### config.mk
export PLATFORM = sky130hd
export DESIGN_NAME = button_bounce_gen
export DESIGN_NICKNAME = d
export VERILOG_FILES = /design/src/rtl/button_bounce_gen_pkg.sv /design/src/rtl/button_bounce_gen_lfsr16.sv /design/src/rtl/button_bounce_gen.sv
export SDC_FILE = /design/constraint.sdc
export NUM_CORES = 1
export LEC_CHECK = 0
export CORE_MARGIN = 2
export CORE_UTILIZATION = 50
export DETAILED_ROUTE_END_ITERATION = 8
export GPL_ROUTABILITY_DRIVEN = 0
export PLACE_DENSITY = 0.66
export SLEW_MARGIN = 0
export SYNTH_ARGS = -nofsm -noshare
export SYNTH_HDL_FRONTEND = slang
export SYNTH_HIERARCHICAL = 1
export SYNTH_SLANG_ARGS = --single-unit
### constraint.sdc
create_clock -name clk -period 5.3 [get_ports clk]
set_input_delay 0.795 -clock clk [delete_from_list [all_inputs] [get_ports clk]]
set_output_delay 0.795 -clock clk [all_outputs]
set_load 0.03 [all_outputs]
### src/rtl/button_bounce_gen_pkg.sv
// ---------------------------------------------------------------------------
// button_gen_pkg
//   Shared types and constants for the bouncy push-button stimulus source and
//   for other test-pattern blocks built around the same 16-bit LFSR.
//
//   state_t            : sequencer states of button_bounce_gen
//   LFSR_TAPS          : Galois feedback mask (x^16 + x^14 + x^13 + x^11 + 1)
//   LFSR_SEED_DEFAULT  : default nonzero LFSR reset value
//   SEG_CNT_W          : width of the glitch/gap segment counter
//   lfsr_step()        : one right-shift Galois step
// ---------------------------------------------------------------------------
package button_gen_pkg;

  typedef enum logic [1:0] {
    IDLE   = 2'd0,
    GAP    = 2'd1,
    GLITCH = 2'd2,
    SETTLE = 2'd3
  } state_t;

  localparam logic [15:0] LFSR_TAPS         = 16'hB400;
  localparam logic [15:0] LFSR_SEED_DEFAULT = 16'hACE1;

  // Wide enough for MIN_CYC plus a 16-bit random offset.
  localparam int SEG_CNT_W = 17;

  // Right-shift Galois step. Zero maps to zero and every other state maps to
  // a nonzero state, so a nonzero seed keeps the register out of zero forever.
  function automatic logic [15:0] lfsr_step(input logic [15:0] v);
    return v[0] ? ((v >> 1) ^ LFSR_TAPS) : (v >> 1);
  endfunction

endpackage

### src/rtl/button_bounce_gen_lfsr16.sv
// ---------------------------------------------------------------------------
// lfsr16
//   Free-running 16-bit Galois LFSR (taps 16'hB400). Advances on every clock
//   after reset; there is no enable. SEED must be nonzero.
//
//   clk    : system clock
//   rst_n  : asynchronous active-low reset, loads SEED
//   q      : current LFSR state
// ---------------------------------------------------------------------------
module lfsr16
  import button_gen_pkg::*;
#(
  parameter logic [15:0] SEED = LFSR_SEED_DEFAULT
) (
  input  logic        clk,
  input  logic        rst_n,
  output logic [15:0] q
);

  // NOTE: clocked state is always written with non-blocking assignments so
  // every register samples the pre-edge value of every other register.
  always_ff @(posedge clk or negedge rst_n) begin
    if (!rst_n) begin
      q <= SEED;
    end else begin
      q <= lfsr_step(q);
    end
  end

endmodule

### src/rtl/button_bounce_gen.sv
// ---------------------------------------------------------------------------
// button_bounce_gen
//   Synthesizable emulation of a mechanical push-button. On a start request
//   the output line moves to the requested level, then bounces back to the old
//   level BOUNCES times. Every gap (line at target) and every glitch (line at
//   old level) lasts MIN_CYC + lfsr[WIDTH_BITS-1:0] cycles. After the last gap
//   the line is held at target for HOLD_COUNTS cycles and done pulses.
//   A request whose level already matches the line skips straight to the hold.
//
//   Parameter limits: MIN_CYC >= 1, WIDTH_BITS <= 16, HOLD_COUNTS >= 1,
//   LFSR_SEED nonzero.
//
//   clk    : system clock
//   rst_n  : asynchronous active-low reset
//   start  : one-cycle request, ignored while busy
//   level  : requested target level, sampled with start
//   button : emulated bouncy button line (registered)
//   busy   : high while a sequence is in progress
//   done   : one-cycle pulse when the line has been stable for HOLD_COUNTS
// ---------------------------------------------------------------------------
module button_bounce_gen
  import button_gen_pkg::*;
#(
  parameter int          BOUNCES     = 4,
  parameter int          MIN_CYC     = 16,
  parameter int          WIDTH_BITS  = 10,
  parameter int          HOLD_COUNTS = 5000,
  parameter logic        IDLE_LEVEL  = 1'b0,
  parameter logic [15:0] LFSR_SEED   = LFSR_SEED_DEFAULT
) (
  input  logic clk,
  input  logic rst_n,
  input  logic start,
  input  logic level,
  output logic button,
  output logic busy,
  output logic done
);

  localparam int GLITCH_W = (BOUNCES > 0) ? $clog2(BOUNCES + 1) : 1;
  localparam int HOLD_W   = $clog2(HOLD_COUNTS + 1);

  localparam logic [15:0]          LEN_MASK    = 16'((32'd1 << WIDTH_BITS) - 32'd1);
  localparam logic [SEG_CNT_W-1:0] MIN_LOAD    = SEG_CNT_W'(MIN_CYC - 1);
  localparam logic [HOLD_W-1:0]    HOLD_LOAD   = HOLD_W'(HOLD_COUNTS - 1);
  localparam logic [GLITCH_W-1:0]  GLITCH_INIT = GLITCH_W'(BOUNCES);

  state_t               state;
  logic                 tgt;
  logic [15:0]          lfsr_q;
  logic [SEG_CNT_W-1:0] seg_cnt;
  logic [SEG_CNT_W-1:0] seg_load;
  logic [HOLD_W-1:0]    hold_cnt;
  logic [GLITCH_W-1:0]  glitches_left;

  lfsr16 #(
    .SEED (LFSR_SEED)
  ) u_lfsr (
    .clk   (clk),
    .rst_n (rst_n),
    .q     (lfsr_q)
  );

  // Counters count down to zero, so a segment of L cycles loads L-1.
  assign seg_load = MIN_LOAD + {1'b0, lfsr_q & LEN_MASK};

  always_ff @(posedge clk or negedge rst_n) begin
    if (!rst_n) begin
      state         <= IDLE;
      button        <= IDLE_LEVEL;
      busy          <= 1'b0;
      done          <= 1'b0;
      tgt           <= IDLE_LEVEL;
      seg_cnt       <= '0;
      hold_cnt      <= '0;
      glitches_left <= '0;
    end else begin
      done <= 1'b0;

      unique case (state)
        IDLE: begin
          if (start) begin
            tgt  <= level;
            busy <= 1'b1;
            if (level != button) begin
              button        <= level;
              glitches_left <= GLITCH_INIT;
              seg_cnt       <= seg_load;
              state         <= GAP;
            end else begin
              hold_cnt <= HOLD_LOAD;
              state    <= SETTLE;
            end
          end
        end

        GAP: begin
          if (seg_cnt == '0) begin
            if (glitches_left != '0) begin
              button  <= ~tgt;
              seg_cnt <= seg_load;
              state   <= GLITCH;
            end else begin
              hold_cnt <= HOLD_LOAD;
              state    <= SETTLE;
            end
          end else begin
            seg_cnt <= seg_cnt - 1'b1;
          end
        end

        GLITCH: begin
          if (seg_cnt == '0) begin
            button        <= tgt;
            glitches_left <= glitches_left - 1'b1;
            seg_cnt       <= seg_load;
            state         <= GAP;
          end else begin
            seg_cnt <= seg_cnt - 1'b1;
          end
        end

        SETTLE: begin
          // busy drops in the same cycle done rises; the FSM is already IDLE
          // then, so a start presented alongside done is accepted.
          if (hold_cnt == '0) begin
            busy  <= 1'b0;
            done  <= 1'b1;
            state <= IDLE;
          end else begin
            hold_cnt <= hold_cnt - 1'b1;
          end
        end

        default: begin
          state <= IDLE;
        end
      endcase
    end
  end

endmodule

## Word level (Yosys, flattened, before mapping)

Cells that the tools add are included.

| storage, ports and cells | value |
|---|---|
| register bits | 55 |
| input port bits | 4 |

| operators by class | value |
|---|---|
| $add $sub $neg | 4 |
| equality and inequality tests | 14 |
| mux-type cells | 35 |
| bitwise gates (word level) | 2 |
| reduce and logical (&&, ||, !) cells | 15 |

Operator list:

| cell | number |
|---|---|
| $mux W17 | 5 |
| $mux W13 | 5 |
| $pmux W17 S3 | 1 |
| $pmux W13 S3 | 1 |
| $ne A2 B2 Y1 const B | 9 |
| $logic_not A17 Y1 | 1 |
| $sub A17 B1 Y17 const B | 1 |
| $mux W16 | 1 |
| $logic_not A13 Y1 | 1 |
| $sub A13 B1 Y13 const B | 1 |
| $reduce_and A4 Y1 | 3 |
| $reduce_and A6 Y1 | 2 |
| $add A4 B10 Y11 const A | 1 |
| $mux W1 | 10 |
| $mux W2 | 5 |
| $mux W3 | 3 |
| $reduce_bool A3 Y1 | 3 |
| $pmux W2 S4 | 1 |
| $pmux W3 S2 | 1 |
| $eq A2 B2 Y1 const B | 2 |
| $not A3 Y4 | 1 |
| $reduce_bool A2 Y1 | 2 |
| $ne A3 B3 Y1 const B | 1 |
| $pmux W1 S3 | 1 |
| other kinds (8) | 8 |

## Logic depth before layout (Yosys ltp)

Gate-level depths: netlist of run 1.

| depth | value |
|---|---|
| depth in word-level cells | 4 |
| gate-level depth with buffers | 8 |
| mapped depth without buffers | 7 |

## Cells and area by module

Netlist of run 1, hierarchy kept.

Modules (own cells, without submodules):

| module | instances | cells each | area each (um^2) | sequential area each (um^2) |
|---|---|---|---|---|
| button_bounce_gen | 1 | 302 | 2,741.4 | 975.9 |
| lfsr16 | 1 | 19 | 436.7 | 410.4 |

## Worst setup path after synthesis of run 1

OpenSTA, ideal clock, no wires.

| timing path | value |
|---|---|
| path kind | flip-flop to flip-flop |
| start point | reg seg_cnt[8] |
| end point | reg hold_cnt[8] |
| data arrival time | 2,739 ps |
| data required time | 5,206 ps |
| path slack | 2,467 ps |
| stages on the path, launching flop included | 9 |
| buffers on the path | 3 |
| period minus slack after synthesis | 2,833 ps |
| cells stage by stage | dfrtp_1 -> or4_1 -> buf_2 -> or4_4 -> buf_6 -> o41a_1 -> or2_1 -> buf_6 -> a221oi_2 |

| between the ends | value |
|---|---|
| longest elaborated chain between the ends | 3 |

Ends and longest elaborated chain:

| item | RTL line | source |
|---|---|---|
| from (decl) | button_bounce_gen.sv:51 | `logic [SEG_CNT_W-1:0] seg_cnt;` |
| from (signal assigned) | button_bounce_gen.sv:88 | `seg_cnt <= seg_load;` |
| from (signal assigned) | button_bounce_gen.sv:101 | `seg_cnt <= seg_load;` |
| from (signal assigned) | button_bounce_gen.sv:108 | `seg_cnt <= seg_cnt - 1'b1;` |
| $logic_not A17 Y1 | button_bounce_gen.sv:98 | `if (seg_cnt == '0) begin` |
| $ne A2 B2 Y1 (no source line) | -- |  |
| $reduce_and A6 Y1 (no source line) | -- |  |
| to (signal assigned) | button_bounce_gen.sv:131 | `hold_cnt <= hold_cnt - 1'b1;` |
| to (decl) | button_bounce_gen.sv:53 | `logic [HOLD_W-1:0] hold_cnt;` |

Every way passes these cells.
A chain may end at the register's enable or synchronous reset.

## Worst setup path in the final report of run 1

Same ends and word-level chain as after synthesis.

==> results of run 1 <==
==> metal layers <==
metal	track usage [%]	up-vias	part of all wire (%)
li1	-	1194	-
met1	27.4	1212	50
met2	30.8	34	46
met3	3.26	7	2.6
met4	7.04	0	1.1
met5	0	-	0
==> cell type report <==
type | count | area [sq um] | area share [%]
Multi-Input combinational cell | 234 | 1650 | 49.0
Inverter | 19 | 71.3 | 2.11
Tap cell | 77 | 96.3 | 2.85
Sequential cell | 55 | 1390 | 41.0
Timing Repair Buffer | 8 | 70.1 | 2.07
Clock buffer | 8 | 100 | 2.96
==> sequential cells by signal (all words and copies together), names as in the netlist <==
name and flops:
done 1, seg_cnt 17, tgt 1, u_lfsr/q 16, state 2, hold_cnt 13, button 1, glitches_left 3
busy 1
==> final timing paths <==
| kind | start | to |
|---|---|---|
| min in group asynchronous | rst_n | tgt |
| setup / recovery | seg_cnt[8] | hold_cnt[8] |
| setup reg to reg | seg_cnt[8] | hold_cnt[8] |
| hold / removal | u_lfsr/q[12] | u_lfsr/q[11] |
| hold reg to reg | u_lfsr/q[12] | u_lfsr/q[11] |
| max in group asynchronous | rst_n | seg_cnt[3] |
==> power by group through the flow <==
stage	clock (mW)	sequential, mW	combinational, mW
after floorplan	0	0.428	0.00176
after CTS	0.261	0.420	0.0136
after global placement	0	0.428	0.0133
after detailed placement	0	0.428	0.0136
final	0.251	0.420	0.0127
after global routing	0.274	0.420	0.0149
==> cells by family (layout without fill, tap and decap cells) <==
kind of cell,count (synthesis),after routing,synth area share (%)
and+or+nand+nor,114,114,20.0
AOI/OAI and AO/OA,80,80,18.7
DFF,55,55,43.6
buffers and inverters,32,35,4.33
muxes,16,16,5.20
adders and majority gates,13,13,5.12
xor gates and xnor gates,11,11,3.03
==> stage by stage <==
step	util, %	cell area, sq um	instances	power [mW]
after floorplan	-	3180	321	0.430
after CTS	54.1	3380	401	0.694
final	54.1	3380	401	0.683
after detailed placement	52.5	3280	393	0.441
after global routing	54.1	3380	401	0.708
after global placement	52.5	3280	393	0.441
==> cells in the final DEF, fill, tap and decap left out, types with 4 or more instances in the layout <==
cell type,instances
mux2i_1,12
xnor2_1,5
o211ai_1,6
xor2_1,6
or3_1,4
mux2_2,4
nand3_1,12
a21o_1,4
o21ai_0,22
clkdlybuf4s50_1,5
ha_1,13
nor4_1,10
nand3b_1,10
o31a_1,4
nor3_1,16
a21oi_1,7
nor2_1,17
inv_1,18
a22o_1,6
clkbuf_8,7
nand2_1,18
dfrtp_1,47
dfstp_2,8
==> impl_metrics.json, run 1 <==
{
  "min_period_over_period_pct": 59.7,
  "status": "finished, final reports clean",
  "drive_above_1_share_pct": 9.88,
  "grt_pass1_vias": 2454,
  "synth_cells": 321,
  "core_area_sq_um": 6240,
  "required_ns": 5.52,
  "critPathKind": "reg2reg",
  "ys_top_cells_by_area": "dfrtp_1 (37%), dfstp_2 (6.6%), ha_1 (5.1%), mux2i_1 (3.8%), o21ai_0 (3.5%)",
  "power.switching_mw": 0.141,
  "cts_tree": "yes",
  "drc": 0,
  "startpoint_type": "register",
  "dieArea_sq_um": 7010,
  "ys_async_sr_fraction_pct": 100,
  "swShare_pct": 20.7,
  "final_antenna_net_count": 0,
  "max_stage_delay_ns": 0.64,
  "setup_tns_ns": 0,
  "wl_per_cell_um": 16.3,
  "cts_setup_buffers": 0,
  "grt_pass1_wl_um": 11400,
  "grt_max_degree": 56,
  "critPathSlowestCell": "or4_1",
  "worstPathMaxFanout": 15,
  "ios": 7,
  "slew_headroom_pct": 32.6,
  "synth_common_cells": "dfrtp_1 (47), o21ai_0 (22), inv_1 (18), nand2_1 (18), nor2_1 (17)",
  "cts.clk_slew.worst_paths_ns": 0.10,
  "grt_overflow": 0,
  "port-buffer-count": 6,
  "power.leakage_nw": 1.49,
  "synth-seq-cells": 55,
  "cp.arrival_ns": 3.38,
  "start_util_pct": 50.9,
  "grt.total_usage_pct": 19.6,
  "power.density_nw_per_um2": 202,
  "fp.dieH_um": 83.7,
  "synth_top_area_share_pct": 37.0,
  "htreeDepth": 2,
  "crit_path_end_kind": "register",
  "ff2ff_path_depth": 5,
  "cts_buffers": 5,
  "rsz0062_at_grt": "no",
  "synthesis.area_sq_um": 3180,
  "pwr-share-seq_pct": 61.4,
  "ctsResizeCount": 0,
  "viasPerCell": 6.10,
  "path_depth": 5,
  "synth_top_area_cell": "dfrtp_1",
  "p_comb_share_pct": 1.9,
  "clockRootBuffer": "clkbuf_8",
  "yosysWarnings": 6,
  "hpwl_um": 4460,
  "hold_buffers": 0,
  "fin_skew_ns": 0.00951,
  "fill_cells": 584,
  "syn_nets": 338,
  "path_cells": "or4_1 -> or4_4 -> o41a_1 -> or2_1 -> a221oi_2",
  "setup_viol": 0,
  "fin_hold_ws_ns": 0.362,
  "yosysUniqueCellTypes": 62,
  "num_vias": 2447,
  "clk_latency_ns": 0.31,
  "routed_wirelength_um": 6540,
  "synth-edff-count": 0,
  "seq_area_frac_synth_pct": 43.6,
  "report.final.hold_viol_count": 0,
  "cpLargestDelayFamily": "simple AND/OR/NAND/NOR gates",
  "area_growth_pct": 6.30,
  "fmax_mhz": 316,
  "die_w_um": 83.7,
  "max-cap-violations": 0,
  "preCtsSetupSlack_ns": 2.17,
  "min_path_cells": 0,
  "antenna_found_initial": 0,
  "core.rowCount": 29,
  "syn_area_per_cell_sq_um": 9.90,
  "pwr-share-clk_pct": 36.7,
  "drt_iter0_markers": 150,
  "finalMaxSlewViolations": 0,
  "clock-sinks": 55,
  "worstHoldPathType": "reg2reg",
  "cts_buffer_depth": 2,
  "ir_drop_uv": 101,
  "firstDrtPassIters": 4,
  "min_period_ns": 3.16,
  "p_int_mw": 0.542,
  "worst_slew_pin_slew_ns": 1.01,
  "r2r_slack_ns": 2.14,
  "synth-main-ff-cell": "dfrtp_1",
  "path_buf_inv": 0,
  "antenna_cells": 0,
  "fin_ws_ns": 2.14,
  "num-nets-final": 340,
  "yosysMostFrequentCell": "dfrtp_1"
}
Note: power is estimated with default switching activity, not from simulation.
==> inputs of run 2 (changes only) <==
PLACE_DENSITY = 0.69   (was 0.66)
clock period = 2.6 ns   (was 5.3 ns; I/O delays follow)
==> run 2 against run 1 <==
Net effect:
- routed wire length grew 7.7%
- critical path type unchanged
- maximum frequency grew 23%
- combinational power grew 120%
- largest power group unchanged
- sequential share of layout area shrank 2.6 points
- utilization grew 3.6 points
- die area is the same
- sequential cell count is the same
- clock skew shrank 0.0010 ns
- global-route usage grew 1.3 points
- cell count grew 6.5%
- first-iteration DRC count grew 13%
- clock power grew 100%
==> impl_metrics.json, run 2 (synthesized netlist as in run 1, its figures left out) <==
{
  "status": "finished, final reports clean",
  "ios": 7,
  "min_period_over_period_pct": 98.9,
  "clockRootBuffer": "clkbuf_8",
  "worstPathMaxFanout": 5,
  "path_cells": "or4_4 -> or4_4 -> o41a_1 -> buf_6 -> o31a_1 -> a31o_2",
  "drt_iter0_markers": 169,
  "cpLargestDelayFamily": "simple AND/OR/NAND/NOR gates",
  "grt.total_usage_pct": 20.9,
  "worst_slew_pin_slew_ns": 0.497,
  "grt_max_degree": 28,
  "min_period_ns": 2.57,
  "power.density_nw_per_um2": 388,
  "critPathKind": "reg2reg",
  "required_ns": 2.82,
  "cts_buffer_depth": 2,
  "stdcell_count": 427,
  "crit_top_cell": "or4_4",
  "ff2ff_path_depth": 6,
  "largestRegisters": "seg_cnt x17, u_lfsr/q x16, hold_cnt x13",
  "firstDrtPassIters": 5,
  "report.final.hold_viol_count": 0,
  "fp.dieH_um": 83.7,
  "place_inst": 417,
  "grt_overflow": 0,
  "routed_wirelength_um": 7050,
  "fin_skew_ns": 0.00846,
  "cts_buffers": 5,
  "slew_headroom_pct": 66.6,
  "finalMaxSlewViolations": 0,
  "fin_hold_ws_ns": 0.369,
  "num_vias": 2583,
  "core_area_sq_um": 6240,
  "rsz0062_at_grt": "yes",
  "grt_pass1_vias": 2497,
  "grt_pass1_wl_um": 12000,
  "cts_setup_buffers": 0,
  "hp-start": "u_lfsr/q[12]",
  "num-nets-final": 366,
  "cts.clk_slew.worst_paths_ns": 0.11,
  "cts_tree": "yes",
  "port-buffer-count": 6,
  "cp.arrival_ns": 2.79,
  "die_w_um": 83.7,
  "largest_register_ff_count": 17,
  "crit_path_end_kind": "register",
  "wl_per_cell_um": 16.5,
  "clock-sinks": 55,
  "startpoint_type": "register",
  "area_growth_pct": 13.4,
  "ir_drop_uv": 195,
  "dieArea_sq_um": 7010,
  "start_util_pct": 50.9,
  "clk_latency_ns": 0.32,
  "antenna_cells": 0,
  "r2r_slack_ns": 0.03,
  "setup_viol": 0,
  "worstHoldPathType": "reg2reg",
  "max-cap-violations": 0,
  "power_mw": 1.40,
  "core.rowCount": 29,
  "drc": 0,
  "final_antenna_net_count": 0,
  "final_common_cell": "dfrtp_1",
  "critPathSlowestCell": "or4_4",
  "path_buf_inv": 1,
  "hpwl_um": 4960,
  "r2r-end": "hold_cnt[10]",
  "antenna_found_initial": 0,
  "drive_above_1_share_pct": 18.0,
  "viasPerCell": 6.05,
  "power.leakage_nw": 1.61,
  "max_stage_delay_ns": 0.53,
  "min_path_cells": 0,
  "htreeDepth": 2,
  "top_register": "seg_cnt",
  "final_cell_mix": "dfrtp_1 (47), buf_4 (24), o21ai_0 (21), inv_1 (18), nand2_1 (18)",
  "fmax_mhz": 389,
  "rr_startpoint": "seg_cnt[11]",
  "hold-path-endpoint": "u_lfsr/q[11]"
}
-- run 2: where the power goes --
group / internal (mW) / switching, mW
Sequential: 0.856 / 0
Combinational: 0.00781 / 0.0204
Clock: 0.197 / 0.316
Total: 1.06 / 0.336
-- run 2: metal layers --
layer	track usage (%)	vias to the layer above	share of wire, %
met5	0	-	0
met4	5.43	0	1.2
met3	3.36	8	3.0
met2	32.3	51	46
met1	30.7	1275	50
li1	-	1249	-
-- run 2: worst max-delay path by stage --
stage                start           end  cells after the start
2_1_floorplan   seg_cnt[9]   hold_cnt[8]                      8
3_3_place_gp   seg_cnt[11]   hold_cnt[2]                      6
3_5_place_dp   seg_cnt[11]   hold_cnt[9]                      6
4_1_cts        seg_cnt[11]  hold_cnt[10]                      6
5_1_grt         seg_cnt[9]  hold_cnt[10]                      6
6_report       seg_cnt[11]  hold_cnt[10]                      6
-- run 2: worst reg2reg max path, delay by kind of cell, from the launching register on --
kind,cells,cell delay (ns)
compound gates,3,0.90
buf+inv,1,0.17
flops,1,0.39
simple gates,2,1.02
-- run 2: cell type report --
class,count,area (sq um)
tap,77,96.3
inverter,19,71.3
clock buffer,5,68.8
multi-input combinational,234,1670
timing repair buffer,34,282
clock inverter,3,25.0
fill,534,2640
sequential,55,1390
-- run 2: through the flow --
step / setup TNS (ns) / utilization [%] / area, sq um / setup slack, ns
after floorplan: -1.13 / - / 3190 / -0.168
after global placement: 0 / 55.6 / 3470 / 0.0108
after detailed placement: -0.201 / 55.6 / 3470 / -0.0501
after CTS: 0 / 57.4 / 3580 / 0.0118
after global routing: -0.109 / 57.7 / 3600 / -0.0377
final: 0 / 57.7 / 3600 / 0.0285
-- run 2: what timing repair did --
item,CTS,global route
endpoints found under the hold margin,10,0
pin swaps,1,0
gates cloned,0,1
hold buffers,1,0
setup endpoints to repair,7,7
resized for setup,2,5
